## config.mk

```make
export PLATFORM = sky130hd
export DESIGN_NAME = cache_controller
export DESIGN_NICKNAME = d
export VERILOG_FILES = /design/src/rtl/cache_controller_pkg.sv /design/src/rtl/cache_controller_stats.sv /design/src/rtl/cache_controller.sv
export SDC_FILE = /design/constraint.sdc
export NUM_CORES = 1
export LEC_CHECK = 0
export CORE_MARGIN = 2
export CORE_UTILIZATION = 44
export DETAILED_ROUTE_END_ITERATION = 8
export PLACE_DENSITY = 0.87
export SLEW_MARGIN = 20
export SYNTH_ARGS = -nofsm -noshare
export SYNTH_HDL_FRONTEND = slang
export SYNTH_HIERARCHICAL = 1
export SYNTH_SLANG_ARGS = --single-unit
```

## constraint.sdc

```tcl
create_clock -name clk -period 4.8 [get_ports clk]
set_input_delay 0.96 -clock clk [delete_from_list [all_inputs] [get_ports clk]]
set_output_delay 0.96 -clock clk [all_outputs]
set_load 0.05 [all_outputs]
```

## src/rtl/cache_controller_pkg.sv

```systemverilog
// Shared definitions for the cache controller slice.
//   - state_t        : controller FSM states
//   - LINE_W/WORD_W  : SRAM line width and pipeline word width
//   - OFFSET_SEL_BIT : address bit choosing the word within a line
//   - LINE_ALIGN_W   : number of low address bits cleared to align to a line
package cache_controller_pkg;

    localparam int LINE_W         = 64;
    localparam int WORD_W         = 32;
    localparam int OFFSET_SEL_BIT = 2;
    localparam int LINE_ALIGN_W   = 3;

    typedef enum logic [1:0] {
        IDLE    = 2'd0,
        RD_MISS = 2'd1,
        WR      = 2'd2,
        DONE    = 2'd3
    } state_t;

endpackage

```

## src/rtl/cache_controller_stats.sv

```systemverilog
// cache_stats: hit / miss event counters for the cache controller.
// Only instantiated when CACHE_STATS_EN is defined.
// Ports:
//   clk, rst      : clock, synchronous active-low reset (clears both counters)
//   hit_evt       : one-cycle pulse per read hit
//   miss_evt      : one-cycle pulse per read miss
//   hit_count     : number of hits, wraps modulo 2^32
//   miss_count    : number of misses, wraps modulo 2^32
module cache_stats (
    input  logic        clk,
    input  logic        rst,
    input  logic        hit_evt,
    input  logic        miss_evt,
    output logic [31:0] hit_count,
    output logic [31:0] miss_count
);

    logic [1:0]  evt;
    logic [31:0] cnt_reg [2];

    assign evt = {miss_evt, hit_evt};

    // Index 0 counts hits, index 1 counts misses.
    generate
        for (genvar gi = 0; gi < 2; gi++) begin : g_cnt
            always_ff @(posedge clk) begin
                if (!rst) begin
                    cnt_reg[gi] <= '0;
                end else if (evt[gi]) begin
                    cnt_reg[gi] <= cnt_reg[gi] + 32'd1;
                end
            end
        end
    endgenerate

    assign hit_count  = cnt_reg[0];
    assign miss_count = cnt_reg[1];

endmodule

```

## src/rtl/cache_controller.sv

```systemverilog
// cache_controller: sequences MEM-stage loads/stores into cache lookups,
// SRAM line fills and write-through SRAM word writes (no write-allocate).
// Optional feature macro: CACHE_STATS_EN (adds hit_count / miss_count).
// Ports:
//   clk, rst                      : clock, synchronous active-low reset
//   MEM_R_EN, MEM_W_EN            : MEM-stage load / store request (store wins)
//   address, write_data           : request address and store data
//   read_data, ready              : load result, pipeline run (0 = freeze)
//   cache_hit, cache_read_data    : cache lookup result for address
//   cache_fill, cache_invalidate  : one-cycle strobes to the cache
//   SRAM_R_EN, SRAM_W_EN          : SRAM line read / word write requests
//   SRAM_address, SRAM_write_data : SRAM address and store data
//   SRAM_ready, SRAM_read_data    : SRAM completion pulse and fill line
//   hit_count, miss_count         : statistics (CACHE_STATS_EN only)
module cache_controller
    import cache_controller_pkg::*;
#(
    parameter int LINE_W = cache_controller_pkg::LINE_W,
    parameter int WORD_W = cache_controller_pkg::WORD_W
) (
    input  logic              clk,
    input  logic              rst,
    input  logic              MEM_R_EN,
    input  logic              MEM_W_EN,
    input  logic [31:0]       address,
    input  logic [WORD_W-1:0] write_data,
    output logic [WORD_W-1:0] read_data,
    output logic              ready,
    input  logic              cache_hit,
    input  logic [WORD_W-1:0] cache_read_data,
    output logic              cache_fill,
    output logic              cache_invalidate,
    output logic              SRAM_R_EN,
    output logic              SRAM_W_EN,
    output logic [31:0]       SRAM_address,
    output logic [WORD_W-1:0] SRAM_write_data,
    input  logic              SRAM_ready,
    input  logic [LINE_W-1:0] SRAM_read_data
`ifdef CACHE_STATS_EN
    ,
    output logic [31:0]       hit_count,
    output logic [31:0]       miss_count
`endif
);

    state_t            state_reg, state_next;
    logic [31:0]       addr_reg, addr_next;
    logic [WORD_W-1:0] wdata_reg, wdata_next;
    logic [WORD_W-1:0] word_reg, word_next;

    always_ff @(posedge clk) begin
        if (!rst) begin
            state_reg <= IDLE;
            addr_reg  <= '0;
            wdata_reg <= '0;
            word_reg  <= '0;
        end else begin
            state_reg <= state_next;
            addr_reg  <= addr_next;
            wdata_reg <= wdata_next;
            word_reg  <= word_next;
        end
    end

    always_comb begin
        state_next       = state_reg;
        addr_next        = addr_reg;
        wdata_next       = wdata_reg;
        word_next        = word_reg;
        ready            = 1'b0;
        read_data        = word_reg;
        cache_fill       = 1'b0;
        cache_invalidate = 1'b0;
        SRAM_R_EN        = 1'b0;
        SRAM_W_EN        = 1'b0;
        SRAM_address     = '0;
        SRAM_write_data  = '0;

        case (state_reg)
            IDLE: begin
                ready = 1'b1;
                if (MEM_W_EN) begin
                    // Stores go straight to SRAM; a hitting way is dropped
                    // rather than updated, keeping the cache path read-only.
                    cache_invalidate = cache_hit;
                    addr_next        = address;
                    wdata_next       = write_data;
                    state_next       = WR;
                    ready            = 1'b0;
                end else if (MEM_R_EN) begin
                    if (cache_hit) begin
                        read_data = cache_read_data;
                    end else begin
                        ready      = 1'b0;
                        state_next = RD_MISS;
                    end
                end
            end
            RD_MISS: begin
                // The pipeline holds address stable while frozen, so the
                // live address is used here instead of a latched copy.
                SRAM_R_EN    = 1'b1;
                SRAM_address = {address[31:LINE_ALIGN_W], {LINE_ALIGN_W{1'b0}}};
                if (SRAM_ready) begin
                    cache_fill = 1'b1;
                    // Offset bit set selects the low half of the line.
                    word_next  = address[OFFSET_SEL_BIT] ? SRAM_read_data[WORD_W-1:0]
                                                         : SRAM_read_data[LINE_W-1 -: WORD_W];
                    state_next = DONE;
                end
            end
            WR: begin
                SRAM_W_EN       = 1'b1;
                SRAM_address    = addr_reg;
                SRAM_write_data = wdata_reg;
                if (SRAM_ready) begin
                    state_next = DONE;
                end
            end
            DONE: begin
                ready      = 1'b1;
                state_next = IDLE;
            end
            default: state_next = IDLE;
        endcase
    end

`ifdef CACHE_STATS_EN
    logic hit_evt;
    logic miss_evt;

    assign hit_evt  = (state_reg == IDLE) && MEM_R_EN && !MEM_W_EN &&  cache_hit;
    assign miss_evt = (state_reg == IDLE) && MEM_R_EN && !MEM_W_EN && !cache_hit;

    cache_stats u_stats (
        .clk        (clk),
        .rst        (rst),
        .hit_evt    (hit_evt),
        .miss_evt   (miss_evt),
        .hit_count  (hit_count),
        .miss_count (miss_count)
    );
`endif

endmodule

```

==> summary.md, run 1 <==
| Metric | Value |
|---|---|
| Mapped Cells | 594 |
| Vias in the first global route | 4,929 |
| Area post-placement | 0.00789 mm² |
| CP Cell Sequence | clkdlybuf4s50_1 > nand4b_4 > mux2_4 > clkdlybuf4s50_1 |
| Hold Violations, Final | 0 |
| Sw power | 0.00140 W |
| Clock power frac | 0.211 |
| Hold_buf cts | 0 |
| Period minus WS final | 4.61 ns |
| Die Ht | 114 µm |
| Headroom to the max-slew limit | 0.276 |
| Chip Width | 114 µm |
| Grt met1 use | 0.257 |
| # nets final | 995 |
| Area grow syn2layout | 54.6% |
| DR DRC count | 0 |
| Yosys synthesis warning count | 6 |
| Skew final | 0.00312 ns |
| Kind of critical path | primary input to primary output |
| Routability Congestion | 0.872 |
| Fill count | 900 |
| CP max-delay cell | nand4b_4 |
| Post-synth top flop | dfxtp_1 |
| Final period util | 0.960 |
| Syn Nets | 766 |
| Max Cap Viol | 0 |
| Core ar. | 0.0119 mm² |
| PortBufs | 266 |
| H-tree Lvls | 3 |
| Root buffer cell | clkbuf_16 |
| Setup bufs post-CTS | 0 |
| Post-Route WL | 15,800 µm |
| FFs w/ async S/R, synth | 0 |
| Seq/Total Area, Yosys | 0.370 |
| Initial antenna violation count | 0 |
| RSZ-0062 raised after global routing | false |
| Share of cells above drive strength 1 | 0.0737 |
| Total track usage | 0.233 |
| FF+latch count, synth | 98 |
| DRT Pass-1 Iters | 4 |
| Antenna diodes | 0 |
| Logic pwr share | 0.482 |
| Grt ovf | 0 |
| Critical Path Max Stage Delay | 0.80 ns |
| Cell Int Power | 0.00206 W |
| PwrDens | 422 mW/mm² |
| CP bufs+invs | 2 |
| HP Class | flop to flop |
| Routing usage on met2 | 0.429 |
| Worst Max-Slew Pin Slew | 1.09 ns |
| Unique masters post-synth | 31 |
| Cell repeated most along the worst path | clkdlybuf4s50_1 |
| Final Max Tran Viols | 0 |
| Global-route wire length before repair | 24,000 µm |
| Initial DRC count | 325 |
| I/O pins | 267 |
| Sw Ratio | 0.406 |
| Critical path arrival | 3.65 ns |
| Crit path launch type | primary input |
| Final setup fails | 0 |
| Pin count of the biggest net entering global routing | 65 |
| Worst path top cell family by delay | buffers and inverters |
| Die ar. | 0.0129 mm² |
| Final Cell Area | 0.00820 mm² |
| Seq pwr share | 0.308 |
| Crit. End Element | primary output |
| Crit Path Max Fanout | 32 |
| Clock Pin Slew Worst Setup and Hold Paths | 0.07 ns |
| Post-CTS sizing | 0 |
| Starting Density | 0.447 |
| Hpwl dp | 11,800 µm |
| Leakage power | 3.54 nW |
| Max clock buf depth | 2 |
| # rows | 40 |
| Max Freq | 217 MHz |
| Dpl cells | 959 |
| Post-Layout Cell Count | 975 |
| Final setup TNS | 0 ns |
| M3 GR Usage | 0.0600 |
| VDD IR-drop max | 0.283 mV |
| Outcome | finished, final reports clean |
| EDFF count, synth | 0 |
| Final hold slack | 0.450 ns |
| Cell Area, Synth | 0.00530 mm² |
| Clock Sinks | 98 |
| Avg Vias per Cell | 5.21 |
| Via count | 5,075 |
| Skew-Pair Late Insertion Delay | 0.33 ns |
| GR peak layer | met2 |
| CTS tree | done |
| Crit path required time | 3.84 ns |
| Avg Synthesized Cell Area | 8.92 µm² |
| Wirelength per Cell | 16.2 µm |
| Cts bufs inserted | 9 |
| Final Core Density | 0.691 |
| Post-route ant nets | 0 |
-- Yosys cell counts, types with 2 or more instances --
cell      instances  share of area
a21boi_0          4         0.0057
a21boi_1         60          0.085
a21oi_1           2         0.0019
a22oi_1          29          0.041
and2_1           38          0.045
buf_2            21          0.020
buf_4            10          0.014
buf_6             3         0.0064
clkbuf_1         16          0.011
dfxtp_1          98           0.37
ha_1              6          0.014
inv_1             2         0.0014
mux2_2            2         0.0042
mux2_4           30          0.085
mux2i_1          32          0.060
nand2_1         163           0.12
nand2b_1          3         0.0035
nand3b_1          2         0.0028
nor2b_1          30          0.035
o211a_1          32          0.060
-- cell families (layout without fill, tap and decap cells) --
logic type | after synthesis | in the layout | share of synthesized area
buffers and inverters | 53 | 287 | 0.0538
and+or+nand+nor | 239 | 239 | 0.208
AOI/OAI and AO/OA | 134 | 134 | 0.204
DFF | 98 | 98 | 0.370
muxes | 64 | 64 | 0.150
adders and majority gates | 6 | 6 | 0.0142
-- metrics by stage --
step           power [W]  worst slack [ns]
2_1_floorplan    0.00223              1.65
3_3_place_gp     0.00270             0.384
3_5_place_dp     0.00275             0.209
4_1_cts          0.00348             0.201
5_1_grt          0.00364            0.0860
6_report         0.00346             0.193
-- layout make-up --
class                           instances  area, µm²  share of cell area
Multi-Input combinational cell        443       3070               0.374
Timing Repair Buffer                  269       2670               0.326
Sequential cell                        98       1960               0.239
Clock buffer                           10        239              0.0292
Tap cell                              147        184              0.0224
Clock inverter                          6       65.1             0.00794
Inverter                                2       7.51            0.000916
-- final timing paths --
path,start,depth (start not counted),slack [ns],endpoint
worst max register to register,state_reg[1],6,2.51,word_reg[8]
worst min-delay path,wdata_reg[15],2,0.45,wdata_reg[15]
worst max-delay path,MEM_W_EN,4,0.19,read_data[1]
worst min register to register,wdata_reg[15],2,0.45,wdata_reg[15]
-- cells in the final DEF (no fill, tap or decap) --
master           count
mux2_4              30
nand4b_4             1
nand2_1            162
clkinv_2             2
and2_4               1
nand2_4              1
mux2_2               2
and3_1               1
o211a_1             32
buf_4                5
ha_1                 5
o21ai_0              1
o21ba_2              1
a22o_1               1
a21boi_1            60
nand3b_1             2
buf_2                2
o22ai_1              1
ha_2                 1
clkinvlp_4           1
bufinv_16            1
a31oi_1              1
clkbuf_16            9
clkbuf_8             1
clkinv_4             1
clkdlybuf4s50_1    262
inv_1                2
and2_2               1
a22oi_1             29
mux2i_1             32
nor2_1               1
nand2b_1             3
dfxtp_1             98
nor2b_1             30
o21bai_1             1
and2_1              36
inv_6                1
a21oi_1              2
a32oi_1              1
a21boi_0             4
-- power by group through the flow --
stage / logic (W) / registers, W / clock network [W]
after floorplan: 0.00119 / 0.00104 / 0
after global placement: 0.00163 / 0.00107 / 0
after detailed placement: 0.00167 / 0.00108 / 0
after CTS: 0.00168 / 0.00106 / 0.000745
after global routing: 0.00177 / 0.00108 / 0.000782
final: 0.00167 / 0.00106 / 0.000729
-- per-layer routing --
layer | share of wire | wire length, µm
met2 | 0.52 | 8210
met1 | 0.38 | 6080
met4 | 0.024 | 373
met5 | 0 | 0
met3 | 0.074 | 1170
-- worst min-delay path: stages (launching register included) --
cell,delay [ns]
dfxtp_1,0.31
nand2_1,0.05
a21boi_1,0.05
Power figures use the tool's default switching activity.
==> run 2: changes to the inputs <==
--- a/config.mk
+++ b/config.mk
@@ -5,10 +5,11 @@
 export SDC_FILE = /design/constraint.sdc
 export NUM_CORES = 1
 export LEC_CHECK = 0
-export CORE_MARGIN = 2
-export CORE_UTILIZATION = 44
+export CORE_AREA = 2 2 105 107
 export DETAILED_ROUTE_END_ITERATION = 8
-export PLACE_DENSITY = 0.87
+export DIE_AREA = 0 0 107 109
+export DONT_BUFFER_PORTS = 1
+export PLACE_DENSITY = 0.65
 export SLEW_MARGIN = 20
 export SYNTH_ARGS = -nofsm -noshare
 export SYNTH_HDL_FRONTEND = slang
==> summary.md, run 2 (same netlist as run 1, synthesis figures left out) <==
| Metric | Value |
|---|---|
| Vias in the first global route | 3,648 (-26%) |
| Grt ovf | 0 (unchanged) |
| Most frequent cells in the layout | nand2_1, dfxtp_1, a21boi_1 |
| Skew-Pair Late Insertion Delay | 0.36 ns (+0.03 ns) |
| Hpwl dp | 8650 µm (-27%) |
| PortBufs | 0 (-100%) |
| Post-route ant nets | 0 (unchanged) |
| Global-route wire length before repair | 18,400 µm (-23%) |
| RSZ-0062 raised after global routing | false |
| Multi-input gate area | 0.00306 mm² (-0.24%) |
| Critical path arrival | 2.80 ns (-0.85 ns) |
| Post-CTS sizing | 0 (unchanged) |
| Leakage power | 2.51 nW (-29%) |
| Register area | 0.00196 mm² (unchanged) |
| CTS tree | done |
| Wirelength per Cell | 17.7 µm (+8.8%) |
| Worst Max-Slew Pin Slew | 1.12 ns (+0.0319 ns) |
| Crit Path Max Fanout | 29 (-9.4%) |
| Crit path launch type | flop |
| Placement Setup Slack | 1.43 ns (+1.22 ns) |
| PwrDens | 529 mW/mm² (+25%) |
| Share of cells above drive strength 1 | 0.108 (+0.0339) |
| Final setup TNS | 0 ns (unchanged) |
| Hold Violations, Final | 0 (unchanged) |
| Starting Density | 0.500 (+0.0531) |
| DRT Pass-1 Iters | 4 (unchanged) |
| Period minus WS final | 3.76 ns (-0.846 ns) |
| DR DRC count | 0 (unchanged) |
| Skew final | 0.0161 ns (+0.0130 ns) |
| Hold_buf cts | 0 (unchanged) |
| Final period util | 0.783 (-0.176) |
| Chip Width | 107 µm (-5.9%) |
| I/O pins | 267 (unchanged) |
| Initial DRC count | 251 (-23%) |
| Clock Sinks | 98 (unchanged) |
| Antenna diodes | 0 (unchanged) |
| # nets final | 734 (-26%) |
| # rows | 38 (-5.0%) |
| Headroom to the max-slew limit | 0.255 (-0.0213) |
| Fill count | 1,037 (+15%) |
| Kind of critical path | flop to primary output |
| Cts bufs inserted | 9 (unchanged) |
| Routability Congestion | 0.813 (-6.8%) |
| Reg2reg start | state_reg[1] |
| Most common cell after layout, fill and taps aside | nand2_1 |
| Initial antenna violation count | 0 (unchanged) |
| Crit path required time | 3.84 ns (about the same) |
| Clock Pin Slew Worst Setup and Hold Paths | 0.09 ns (+0.02 ns) |
| Total track usage | 0.200 (-0.0329) |
| Setup ws final | 1.04 ns (+0.846 ns) |
| Root buffer cell | clkbuf_8 |
| VDD IR-drop max | 0.230 mV (-19%) |
| Max clock buf depth | 2 (unchanged) |
| Final Max Tran Viols | 0 (unchanged) |
| Total power draw | 0.00289 W (-17%) |
| Critical path origin | state_reg[0] |
| Die Ht | 109 µm (-4.2%) |
| Max Freq | 266 MHz (+22%) |
| Hold Path Origin | wdata_reg[16] |
| Crit. End Element | primary output |
| Core ar. | 0.0106 mm² (-11%) |
| Area grow syn2layout | 3.12% |
| Final setup fails | 0 (unchanged) |
| Avg Vias per Cell | 5.66 (+8.7%) |
| H-tree Lvls | 3 (unchanged) |
| Post-Route WL | 12,500 µm (-21%) |
| Max Cap Viol | 0 (unchanged) |
| HP Class | flop to flop |
| Pin count of the biggest net entering global routing | 100 (+54%) |
| Outcome | finished, final reports clean |
| Setup bufs post-CTS | 0 (unchanged) |
| Die ar. | 0.0117 mm² (-9.9%) |
| Via count | 4,001 (-21%) |
## run 2: power by group
part	switching, W	total (W)	internal, W
Clock	0.000290	0.000545	0.000255
Sequential	0.0000830	0.00105	0.000969
Combinational	0.000923	0.00129	0.000369
Total	0.00130	0.00289	0.00159
## run 2: final cells by class
cell class,instances,share of cell area
clock buffers,10,0.0252
well taps,140,0.0320
clock inverters,6,0.0117
multi-input cells,443,0.560
flip-flops and latches,98,0.359
inverters,2,0.00137
repair buffers,8,0.0110
## run 2: through the flow
stage	util	instance area (µm²)	hold slack, ns	cells
6_report	0.516	5470	0.452	707
5_1_grt	0.516	5470	0.474	707
4_1_cts	0.516	5470	0.455	707
3_5_place_dp	0.497	5270	0.441	691
3_3_place_gp	0.496	5260	0.436	691
2_1_floorplan	-	5300	0.430	594
## run 2: critical path: stages, from the launching register on
cell and delay [ns]:
dfxtp_1 0.35, inv_1 0.13, ha_1 0.91, a22oi_1 0.25, nor2b_1 0.77
## run 2: worst paths after layout
check                          end  slack [ns]  cells past startpoint
setup / recovery  SRAM_address[26]        1.04                      4
hold / removal       wdata_reg[16]        0.45                      2
setup reg to reg      word_reg[15]        2.30                      6
hold reg to reg      wdata_reg[16]        0.45                      2
## run 2: routing by layer
layer  global-route usage  wire length, µm  vias to the layer above
li1                     -                -                     1946
met2                0.337             6110                      193
met5                    0                0                        -
met3               0.0574             1010                       22
met4               0.0844              286                        0
met1                0.240             5070                     1840
==> run 3: changes to the inputs <==
--- a/config.mk
+++ b/config.mk
@@ -9,7 +9,7 @@
 export DETAILED_ROUTE_END_ITERATION = 8
 export DIE_AREA = 0 0 107 109
 export DONT_BUFFER_PORTS = 1
-export PLACE_DENSITY = 0.65
+export PLACE_DENSITY = 0.68
 export SLEW_MARGIN = 20
 export SYNTH_ARGS = -nofsm -noshare
 export SYNTH_HDL_FRONTEND = slang
==> constraint.sdc (replaced) <==
create_clock -name clk -period 3.35 [get_ports clk]
set_input_delay 0.67 -clock clk [delete_from_list [all_inputs] [get_ports clk]]
set_output_delay 0.67 -clock clk [all_outputs]
set_load 0.05 [all_outputs]
==> summary.md, run 3 (same netlist as run 1, synthesis figures left out) <==
| Metric | Value |
|---|---|
| Initial antenna violation count | 1 (+1) |
| Pin count of the biggest net entering global routing | 100 (unchanged) |
| Via count | 4,142 (+3.5%) |
| Outcome | finished, final reports clean |
| CP max-delay cell | nand4b_4 |
| Crit path required time | 2.68 ns (-1.16 ns) |
| Avg Vias per Cell | 5.60 (-0.96%) |
| Routability Congestion | 0.804 (-1.1%) |
| Antenna diodes | 0 (unchanged) |
| Crit Path Max Fanout | 32 (+10%) |
| Post-route ant nets | 0 (unchanged) |
| DRT Pass-1 Iters | 5 (+1) |
| Max Cap Viol | 0 (unchanged) |
| Hold Path Origin | address[31] |
| Critical Path Max Stage Delay | 0.68 ns (-0.23 ns) |
| Hold Path Sink | addr_reg[31] |
| Hold Violations, Final | 0 (unchanged) |
| Post-Route WL | 13,000 µm (+4.3%) |
| PwrDens | 735 mW/mm² (+39%) |
| DR DRC count | 0 (unchanged) |
| Kind of critical path | flop to primary output |
| Clock Pin Slew Worst Setup and Hold Paths | 0.11 ns (+0.02 ns) |
| PortBufs | 0 (unchanged) |
| Hpwl dp | 9320 µm (+7.8%) |
| # rows | 38 (unchanged) |
| Final Core Density | 0.537 (+0.0210) |
| Sw Ratio | 0.457 (+0.00825) |
| Worst Max-Slew Pin Slew | 0.941 ns (-0.177 ns) |
| Logic pwr share | 0.462 (+0.015) |
| Starting Density | 0.500 (unchanged) |
| Vias in the first global route | 3,794 (+4.0%) |
| Core ar. | 0.0106 mm² (unchanged) |
| Final Max Tran Viols | 0 (unchanged) |
| Root buffer cell | clkbuf_8 |
| CTS tree | done |
| Multi-input gate area | 0.00306 mm² (about the same) |
| Register-to-Register Path Depth | 6 (unchanged) |
| Grt ovf | 0 (unchanged) |
| Final period util | 0.959 |
| Share of cells above drive strength 1 | 0.155 (+0.0477) |
| Cell Int Power | 0.00227 W (+43%) |
| Period minus WS final | 3.21 ns |
| Most frequent cells in the layout | nand2_1, dfxtp_1, a21boi_1 |
| Wirelength per Cell | 17.6 µm (-0.25%) |
| H-tree Lvls | 3 (unchanged) |
| Leakage power | 2.68 nW (+6.6%) |
| Hold path depth | 2 (unchanged) |
| Post-CTS sizing | 0 (unchanged) |
| R2r setup slk | 1.15 ns (-1.15 ns) |
| Global-route wire length before repair | 18,900 µm (+2.9%) |
| Register area | 0.00196 mm² (unchanged) |
| Max clock buf depth | 2 (unchanged) |
| Fill count | 983 (-5.2%) |
| Sw power | 0.00191 W (+47%) |
| Most common cell after layout, fill and taps aside | nand2_1 |
| Final setup fails | 0 (unchanged) |
| Initial DRC count | 272 (+8.4%) |
| Setup bufs post-CTS | 0 (unchanged) |
| Critical path origin | state_reg[0] |
| Final setup TNS | 0 ns (unchanged) |
| FF-to-FF End | wdata_reg[21] |
| Worst path top cell family by delay | simple AND/OR/NAND/NOR gates |
| Headroom to the max-slew limit | 0.371 (+0.116) |
| CP bufs+invs | 1 (unchanged) |
| Chip Width | 107 µm (unchanged) |
| Clock Sinks | 98 (unchanged) |
| HP Class | primary input to flop |
| Die Ht | 109 µm (unchanged) |
| RSZ-0062 raised after global routing | false |
| Total track usage | 0.206 (+0.00579) |
| CP Cell Sequence | inv_1 > ha_1 > nand4b_4 > mux2_2 |
| Crit. End Element | primary output |
| Hold_buf cts | 0 (unchanged) |
| Reg2reg start | state_reg[1] |
| Max Freq | 311 MHz |
| Area grow syn2layout | 7.32% |
| Crit path launch type | flop |
| Clock power frac | 0.177 (-0.012) |
| Skew-Pair Late Insertion Delay | 0.37 ns (about the same) |
| VDD IR-drop max | 0.397 mV (+73%) |
| I/O pins | 267 (unchanged) |
| Skew final | 0.00798 ns (-0.00815 ns) |
| # nets final | 766 (+4.4%) |
| Cts bufs inserted | 9 (unchanged) |
| Die ar. | 0.0117 mm² (unchanged) |
| Seq pwr share | 0.362 (-0.002) |
| Critical path arrival | 2.54 ns (-0.26 ns) |
==> run 3: per-stage QoR <==
stage / instance area [µm²] / power, W / hold WS, ns / worst slack, ns / cells
finish: 5690 / 0.00418 / 0.420 / 0.137 / 739
detailed placement: 5500 / 0.00348 / 0.442 / 0.555 / 723
CTS: 5690 / 0.00421 / 0.405 / 0.133 / 739
global route: 5690 / 0.00440 / 0.392 / 0.0235 / 739
floorplan: 5300 / 0.00320 / 0.430 / 0.489 / 594
global placement: 5500 / 0.00343 / 0.436 / 0.670 / 723
==> run 3: layout make-up <==
cell class / instances / area share
Multi-Input combinational cell: 443 / 0.538
Clock inverter: 7 / 0.0108
Timing Repair Buffer: 40 / 0.0528
Tap cell: 140 / 0.0308
Clock buffer: 9 / 0.0218
Inverter: 2 / 0.00132
Sequential cell: 98 / 0.345
==> run 3: how the worst max path moves through the flow <==
| stage | end | cells past startpoint | slack [ns] |
|---|---|---|---|
| after CTS | read_data[0] | 4 | 0.13 |
| after global routing | read_data[0] | 4 | 0.02 |
| after detailed placement | read_data[0] | 4 | 0.56 |
| after floorplan | SRAM_address[15] | 6 | 0.49 |
| after global placement | read_data[0] | 4 | 0.67 |
| final | read_data[0] | 4 | 0.14 |
==> run 3: power by group through the flow <==
stage               Clock, W  Combinational, W  Sequential [W]
floorplan                  0           0.00170         0.00150
global placement           0           0.00190         0.00153
detailed placement         0           0.00194         0.00154
CTS                 0.000758           0.00194         0.00151
global route        0.000813           0.00206         0.00154
finish              0.000738           0.00193         0.00151
==> run 3: layer usage <==
layer	GRT usage	wire length, µm	up-vias
met3	0.0586	934	17
li1	-	-	2015
met2	0.379	6810	171
met1	0.230	5040	1939
met4	0.0640	224	0
met5	0	0	-
